==> src/rtl/result_stream.sv <==
// result_stream: buffers MAC result words in a small FIFO and serializes each word MSB byte first.
// Latency: a word pushed into an empty FIFO with the serializer idle shows its first byte two cycles later.
// Backpressure: none on either side; a result that finds the FIFO full (and no pop) is dropped and sets overflow_o.
//
// Ports:
//   clk, rst        - sole clock, synchronous active-high reset
//   ena             - global enable; low freezes every register
//   result_v_i/_i   - single-cycle MAC result word strobe and data
//   data_v_o/_o     - registered output byte and its valid
//   last_o          - registered marker on the final byte of a word
//   level_o         - FIFO occupancy, 0..DEPTH
//   overflow_o      - sticky dropped-result flag, cleared only by rst
module result_stream #(
  parameter int W     = 16,
  parameter int OUT_W = 8,
  parameter int DEPTH = 4
) (
  input  logic                     clk,
  input  logic                     rst,
  input  logic                     ena,
  input  logic                     result_v_i,
  input  logic [W-1:0]             result_i,
  output logic                     data_v_o,
  output logic [OUT_W-1:0]         data_o,
  output logic                     last_o,
  output logic [$clog2(DEPTH):0]   level_o,
  output logic                     overflow_o
);

  localparam int NB = W / OUT_W;
  localparam int AW = $clog2(DEPTH);
  localparam int LW = AW + 1;
  localparam int KW = (NB > 1) ? $clog2(NB) : 1;
  localparam logic [LW-1:0] FULL   = LW'(DEPTH);
  localparam logic [KW-1:0] K_LAST = KW'(NB - 1);

  typedef enum logic {IDLE, SHIFT} state_t;

  // FIFO storage and bookkeeping
  logic [W-1:0]    r_mem [DEPTH];
  logic [AW-1:0]   r_wp;
  logic [AW-1:0]   r_rp;
  logic [LW-1:0]   r_level;
  logic            r_ovf;

  // Serializer state and registered outputs
  state_t          r_state;
  logic [KW-1:0]   r_k;
  logic [W-1:0]    r_sh;
  logic [OUT_W-1:0] r_data;
  logic            r_v;
  logic            r_last;

  logic            w_pop;
  logic            w_push;
  logic            w_drop;
  logic [W-1:0]    w_head;
  logic [LW-1:0]   w_level_nx;
  state_t          w_state_nx;
  logic [KW-1:0]   w_k_nx;
  logic [W-1:0]    w_sh_nx;
  logic [OUT_W-1:0] w_data_nx;
  logic            w_v_nx;
  logic            w_last_nx;

  assign w_head = r_mem[r_rp];

  // A pop only happens with a word actually stored, so an empty FIFO never
  // forwards an incoming word straight to the serializer. A pop frees a slot
  // in the same cycle, which lets a push into a full FIFO succeed.
  always_comb begin
    w_pop      = ena && (r_level != '0) && ((r_state == IDLE) || (r_k == K_LAST));
    w_push     = ena && result_v_i && ((r_level != FULL) || w_pop);
    w_drop     = ena && result_v_i && !w_push;
    w_level_nx = r_level + LW'(w_push) - LW'(w_pop);
  end

  // Serializer next-state and output logic. The shift register holds the
  // not-yet-emitted bytes left-aligned, so the next byte is always its top slice.
  always_comb begin
    w_state_nx = r_state;
    w_k_nx     = r_k;
    w_sh_nx    = r_sh;
    w_data_nx  = r_data;
    w_v_nx     = r_v;
    w_last_nx  = r_last;
    if (ena) begin
      case (r_state)
        IDLE: begin
          if (w_pop) begin
            w_state_nx = SHIFT;
            w_k_nx     = '0;
            w_data_nx  = w_head[W-1 -: OUT_W];
            w_sh_nx    = w_head << OUT_W;
            w_v_nx     = 1'b1;
            w_last_nx  = (K_LAST == '0);
          end
        end
        SHIFT: begin
          if (r_k != K_LAST) begin
            w_k_nx    = r_k + 1'b1;
            w_data_nx = r_sh[W-1 -: OUT_W];
            w_sh_nx   = r_sh << OUT_W;
            w_v_nx    = 1'b1;
            w_last_nx = ((r_k + 1'b1) == K_LAST);
          end else if (w_pop) begin
            // Chain straight into the next word: no gap cycle.
            w_k_nx    = '0;
            w_data_nx = w_head[W-1 -: OUT_W];
            w_sh_nx   = w_head << OUT_W;
            w_v_nx    = 1'b1;
            w_last_nx = (K_LAST == '0);
          end else begin
            // data_o keeps its last value while idle.
            w_state_nx = IDLE;
            w_k_nx     = '0;
            w_v_nx     = 1'b0;
            w_last_nx  = 1'b0;
          end
        end
        default: begin
          w_state_nx = IDLE;
          w_v_nx     = 1'b0;
          w_last_nx  = 1'b0;
        end
      endcase
    end
  end

  always_ff @(posedge clk) begin
    if (rst) begin
      r_wp    <= '0;
      r_rp    <= '0;
      r_level <= '0;
      r_ovf   <= 1'b0;
      r_state <= IDLE;
      r_k     <= '0;
      r_sh    <= '0;
      r_data  <= '0;
      r_v     <= 1'b0;
      r_last  <= 1'b0;
    end else begin
      if (w_push) r_wp <= r_wp + 1'b1;
      if (w_pop)  r_rp <= r_rp + 1'b1;
      if (w_drop) r_ovf <= 1'b1;
      r_level <= w_level_nx;
      r_state <= w_state_nx;
      r_k     <= w_k_nx;
      r_sh    <= w_sh_nx;
      r_data  <= w_data_nx;
      r_v     <= w_v_nx;
      r_last  <= w_last_nx;
    end
  end

  // Storage is not reset: pointers and level define which entries are live.
  always_ff @(posedge clk) begin
    if (!rst && w_push) r_mem[r_wp] <= result_i;
  end

  assign data_v_o   = r_v;
  assign data_o     = r_data;
  assign last_o     = r_last;
  assign level_o    = r_level;
  assign overflow_o = r_ovf;

endmodule

==> config.mk <==
export PLATFORM = sky130hd
export DESIGN_NAME = result_stream
export DESIGN_NICKNAME = d
export VERILOG_FILES = /design/src/rtl/result_stream.sv
export SDC_FILE = /design/constraint.sdc
export NUM_CORES = 1
export LEC_CHECK = 0
export ABC_AREA = 1
export CAP_MARGIN = 15
export CORE_AREA = 2 2 94 96
export CTS_CLUSTER_SIZE = 25
export DETAILED_ROUTE_END_ITERATION = 10
export DIE_AREA = 0 0 96 98
export MAX_ROUTING_LAYER = met4
export PLACE_DENSITY = 0.75
export SYNTH_ARGS = -nofsm -noshare
export SYNTH_HDL_FRONTEND = slang
export SYNTH_SLANG_ARGS = --single-unit
==> constraint.sdc <==
create_clock -name clk -period 2.3 [get_ports clk]
set_input_delay 0.345 -clock clk [delete_from_list [all_inputs] [get_ports clk]]
set_output_delay 0.345 -clock clk [all_outputs]
set_load 0.05 [all_outputs]
# Word level (Yosys, flattened, before mapping)
# Memory sizes are Yosys's and may differ from the RTL's. A register that Yosys moved wholly into a read port is not among the register bits.
# Cells that the tools add are included.
[totals]
register_bits = 35
ramBits = 64
word_cells = 48
mem_count = 1
[mem_list]
columns = ["name", "depth", "word_bits", "read_ports", "rd_ports_with_merged_regs", "wr", "line_no", "source"]
rows = [
  ["r_mem", 4, 16, 1, 1, 1, "40", "logic [W-1:0] r_mem [DEPTH];"],
]
[classes]
n_addsub = 5
n_eq_ne = 2
n_mux = 18
bitwise_logic = 1
n_reduce_logical = 12
[ops]
columns = ["operator", "count"]
rows = [
  ["16-bit two-way mux", 2],
  ["16-bit case mux with 2 select lines", 1],
  ["8-bit two-way mux", 2],
  ["8-bit case mux with 2 select lines", 1],
  ["1-bit two-way mux", 7],
  ["1-bit logical AND", 6],
  ["1-bit case mux with 2 select lines", 3],
  ["2-bit by 1-bit adder with 2-bit output, second input constant", 2],
  ["2-bit two-way mux", 2],
  ["3-bit by 1-bit adder with 3-bit output", 1],
  ["3-bit != test, second input constant", 1],
  ["3-bit nonzero test", 1],
  ["3-bit by 1-bit subtractor with 3-bit output", 1],
  ["1-bit zero test", 2],
  ["1-bit logical OR", 2],
  ["2-bit != test, second input constant", 1],
  ["2-bit AND reduction", 1],
  ["1-bit adder, second input constant", 1],
  ["1-bit NOT", 1],
]

# Longest topological paths before layout
[depth]
depth_word = 8
ltp_mapped = 11

# Worst setup path after synthesis
# Ideal clock, no wire load.
[synth_path]
path_kind = "flip-flop to flip-flop"
from = "register, netlist name last_o"
to = "register r_level[2], in the netlist level_o[2]"
arrival_ns = 2.451
setup_slack_ns = -0.222
path_stages_with_launch = 12
synth_period_minus_slack_ns = 2.522
path_cell_list = "dfxtp_1 -> inv_1 -> nand2_4 -> nand3_4 -> nand2_2 -> nand2_1 -> ha_1 -> inv_1 -> ha_1 -> fa_1 -> or2_2 -> a21oi_1"
[synth_lines]
columns = ["item", "line_no", "source"]
rows = [
  ["end signal, assigned", "146", "r_level <= w_level_nx;"],
  ["end, declared", "43", "logic [LW-1:0] r_level;"],
]

# Final worst setup path
[layout_path]
from = "input port ena"
to = "register r_level[2], in the netlist level_o[2]"
[layout_between]
elab_chain_cells = 6
word_cells_on_any_way = 7
classes_between = "2 x add/sub; 5 x reduce/logical"
[layout_lines]
columns = ["item", "line_no", "source"]
rows = [
  ["start, declared", "20", "input logic ena,"],
  ["1-bit logical AND (2 in series)", "72", "w_pop = ena && (r_level != '0) && ((r_state == IDLE) || (r_k == K_LAST));"],
  ["1-bit logical OR", "73", "w_push = ena && result_v_i && ((r_level != FULL) || w_pop);"],
  ["1-bit logical AND", "73", ""],
  ["3-bit by 1-bit adder with 3-bit output", "75", "w_level_nx = r_level + LW'(w_push) - LW'(w_pop);"],
  ["3-bit by 1-bit subtractor with 3-bit output *", "75", ""],
]
# Every way passes the cells marked *; elsewhere a longest branch is shown, timed or not.
# A chain may end at the register's enable or synchronous reset.

==> results.json <==
{
  "netlist_instances": 405,
  "num-fill-cells": 688,
  "finalSetupViolations": 0,
  "synth.mux.area_fraction_pct": 0,
  "yosysWarnings": 0,
  "ys_ff_latch": 101,
  "required_ps": 2590,
  "ctsResizeCount": 0,
  "tightest_slew_ps": 503.3,
  "utilization_pct": 58.65,
  "wl_met1_um": 3415,
  "cp-start-kind": "primary input",
  "routed_wl_um": 7666,
  "ff2ff_setup_slack_ps": 170,
  "drc_errors": 0,
  "place_inst": 544,
  "detail-route-antenna-nets": 0,
  "hpwl_um": 5085,
  "row_count": 34,
  "synth_top_area_share_pct": 45.07,
  "cts_buffers": 9,
  "io_pins": 34,
  "yosysSeqAreaShare_pct": 62.44,
  "hold_buffers": 0,
  "synth_edf_count": 64,
  "register_area_um2": 2670,
  "synthAdderAreaFrac_pct": 2.230,
  "multi_input_area_um2": 1345,
  "routabilityCongestion": 0.7605,
  "cp.arrival_ps": 2420,
  "path_max_fanout": 3,
  "grt_pass1_vias": 2775,
  "io_buffer_count": 33,
  "antenna_found_initial": 0,
  "wl_met2_um": 3809,
  "post_drt_wl_per_cell_um": 13.69,
  "clock_skew_ps": 12.62,
  "total_power_uw": 5051,
  "cellLeakagePower_uw": 0.001914,
  "diodes": 0,
  "rsz0062_at_grt": "no",
  "grt_usage_pct": 18.27,
  "die_x_um": 96,
  "vias_per_cell": 4.902,
  "synth_top_family_by_area": "simple AND/OR/NAND/NOR gates",
  "cts_max_level": 3,
  "via_count": 2745,
  "yosys.cell_count.top_type": "nand2_1",
  "floorplan.die_area_um2": 9408,
  "peakVddDrop_mv": 0.4566,
  "synth_top_area_cell": "edfxtp_1",
  "hold_viol_final": 0,
  "status": "completed",
  "end_kind": "flop",
  "slew_violations": 0,
  "finalNetCount": 474,
  "synth-simple-area-share_pct": 23.00,
  "fin_crit_ps": 2130,
  "drt_iter0_drc": 140,
  "grt_overflow_total": 0,
  "top_layer": "met4",
  "hold_class": "flop to flop",
  "path_class": "primary input to flop",
  "area_growth_pct": 16.43,
  "async_reset_ff_share_pct": 0,
  "synth_area_leaders": "edfxtp_1, dfxtp_1, nand2_1",
  "grt_pass1_wl_um": 12620,
  "fmax_ghz": 0.4695,
  "cts-root-buf": "clkbuf_8",
  "ys_types": 31,
  "synth-compound-area-share_pct": 6.103,
  "clkLatencyLatePin_ps": 350,
  "postCtsSetupBuffers": 0,
  "cts.path.max_buffers": 2,
  "layout-drive-gt1-share_pct": 19.47,
  "syn_area_per_cell_um2": 10.53,
  "start_util_pct": 50.37,
  "period_share_pct": 92.60,
  "ys_top_cells_by_count": "nand2_1, edfxtp_1, dfxtp_1",
  "synthFlopType": "edfxtp_1",
  "power_density_nw_per_um2": 1017,
  "synthXorXnorAreaFrac_pct": 0.2054,
  "layoutNonFillerInstCount": 560,
  "core_area_um2": 8466,
  "firstDrtPassIters": 5,
  "cts_num_sinks": 101,
  "cts_tree": "yes",
  "syn-num-nets": 432,
  "whs_ps": 452.2,
  "wl_met3_um": 315,
  "grt_max_degree": 32,
  "die_y_um": 98,
  "netlist_area_um2": 4264,
  "path_clk_slew_ps": 100,
  "max_slew_margin_pct": 66.34,
  "cap_violations": 0
}
layer usage:
layer,vias up,GRT usage [%]
met5,-,-
met4,0,8.462
met3,10,3.009
met2,52,29.54
met1,1258,22.22
li1,1425,-
layout by cell type (no fill, tap or decap), types with 3 or more instances in the layout:
cell type,synthesis,layout
clkbuf_8,0,9
edfxtp_1,64,64
nand2_2,15,15
nor3_1,9,9
clkdlybuf4s50_1,0,33
inv_1,28,28
buf_12,1,4
nand3_1,34,34
ha_1,6,6
o21ai_1,11,11
nand2_4,5,5
a21oi_1,12,12
buf_4,3,12
nor2_1,12,12
dfxtp_1,37,33
nor2_2,5,5
o21ai_0,5,5
nand2_1,113,113
dfxtp_2,0,3
or2_2,8,8
clkinv_2,0,3
a21oi_2,11,11
area by class of cell:
cell class | count | area share, %
Timing Repair Buffer | 49 | 10.08
Clock buffer | 10 | 2.571
Sequential cell | 101 | 53.78
Multi-Input combinational cell | 255 | 27.09
Clock inverter | 6 | 1.260
Inverter | 31 | 2.495
Tap cell | 108 | 2.722
sequential cells by signal, indices dropped and copies added, names as in the netlist, named ones only:
signal,flops
r_mem,64
r_sh,16
data_o,8
level_o,3
r_rp,2
r_wp,2
data_v_o,1
last_o,1
overflow_o,1
r_state,1
metrics by stage:
stage          TNS [ps]  instance area, µm²  worst slack, ps
2_1_floorplan         0                4272            9.054
3_3_place_gp     -157.8                4775           -157.8
3_5_place_dp     -221.8                4775           -215.1
4_1_cts               0                4965            157.3
5_1_grt               0                4965            12.31
6_report              0                4965            170.2
path summary, 6_finish.rpt:
check / end / depth (start not counted) / startpoint
worst max register to register: level_o[2]$_SDFF_PP0_ / 11 / last_o$_SDFFE_PP0P_
worst min register to register: overflow_o$_SDFFE_PP0P_ / 2 / overflow_o$_SDFFE_PP0P_
worst max-delay path: level_o[2]$_SDFF_PP0_ / 10 / ena
worst min-delay path: overflow_o$_SDFFE_PP0P_ / 2 / overflow_o$_SDFFE_PP0P_
power breakdown:
part	switching, µW	leakage [µW]	internal [µW]
clock network	574	0.000100	504
registers	126	0.000883	2120
logic	1110	0.000930	609
worst max-delay path, cell delays in order:
cell	delay (ps)
clkdlybuf4s50_1	490
buf_4	190
nand2_4	90
nor2_8	30
ha_1	270
inv_1	40
ha_1	190
fa_1	370
or2_2	300
a21oi_1	110
cells by family (layout without fill, tap and decap cells):
kind of cell             after synthesis  in the layout
flip-flops                           101            101
AO/OA/AOI/OAI                         42             42
buffers and inverters                 49             96
adder cells (fa/ha/maj)                7              7
XOR/XNOR                               1              1
AND/OR/NAND/NOR                      205            205
Power figures use the tool's default switching activity.
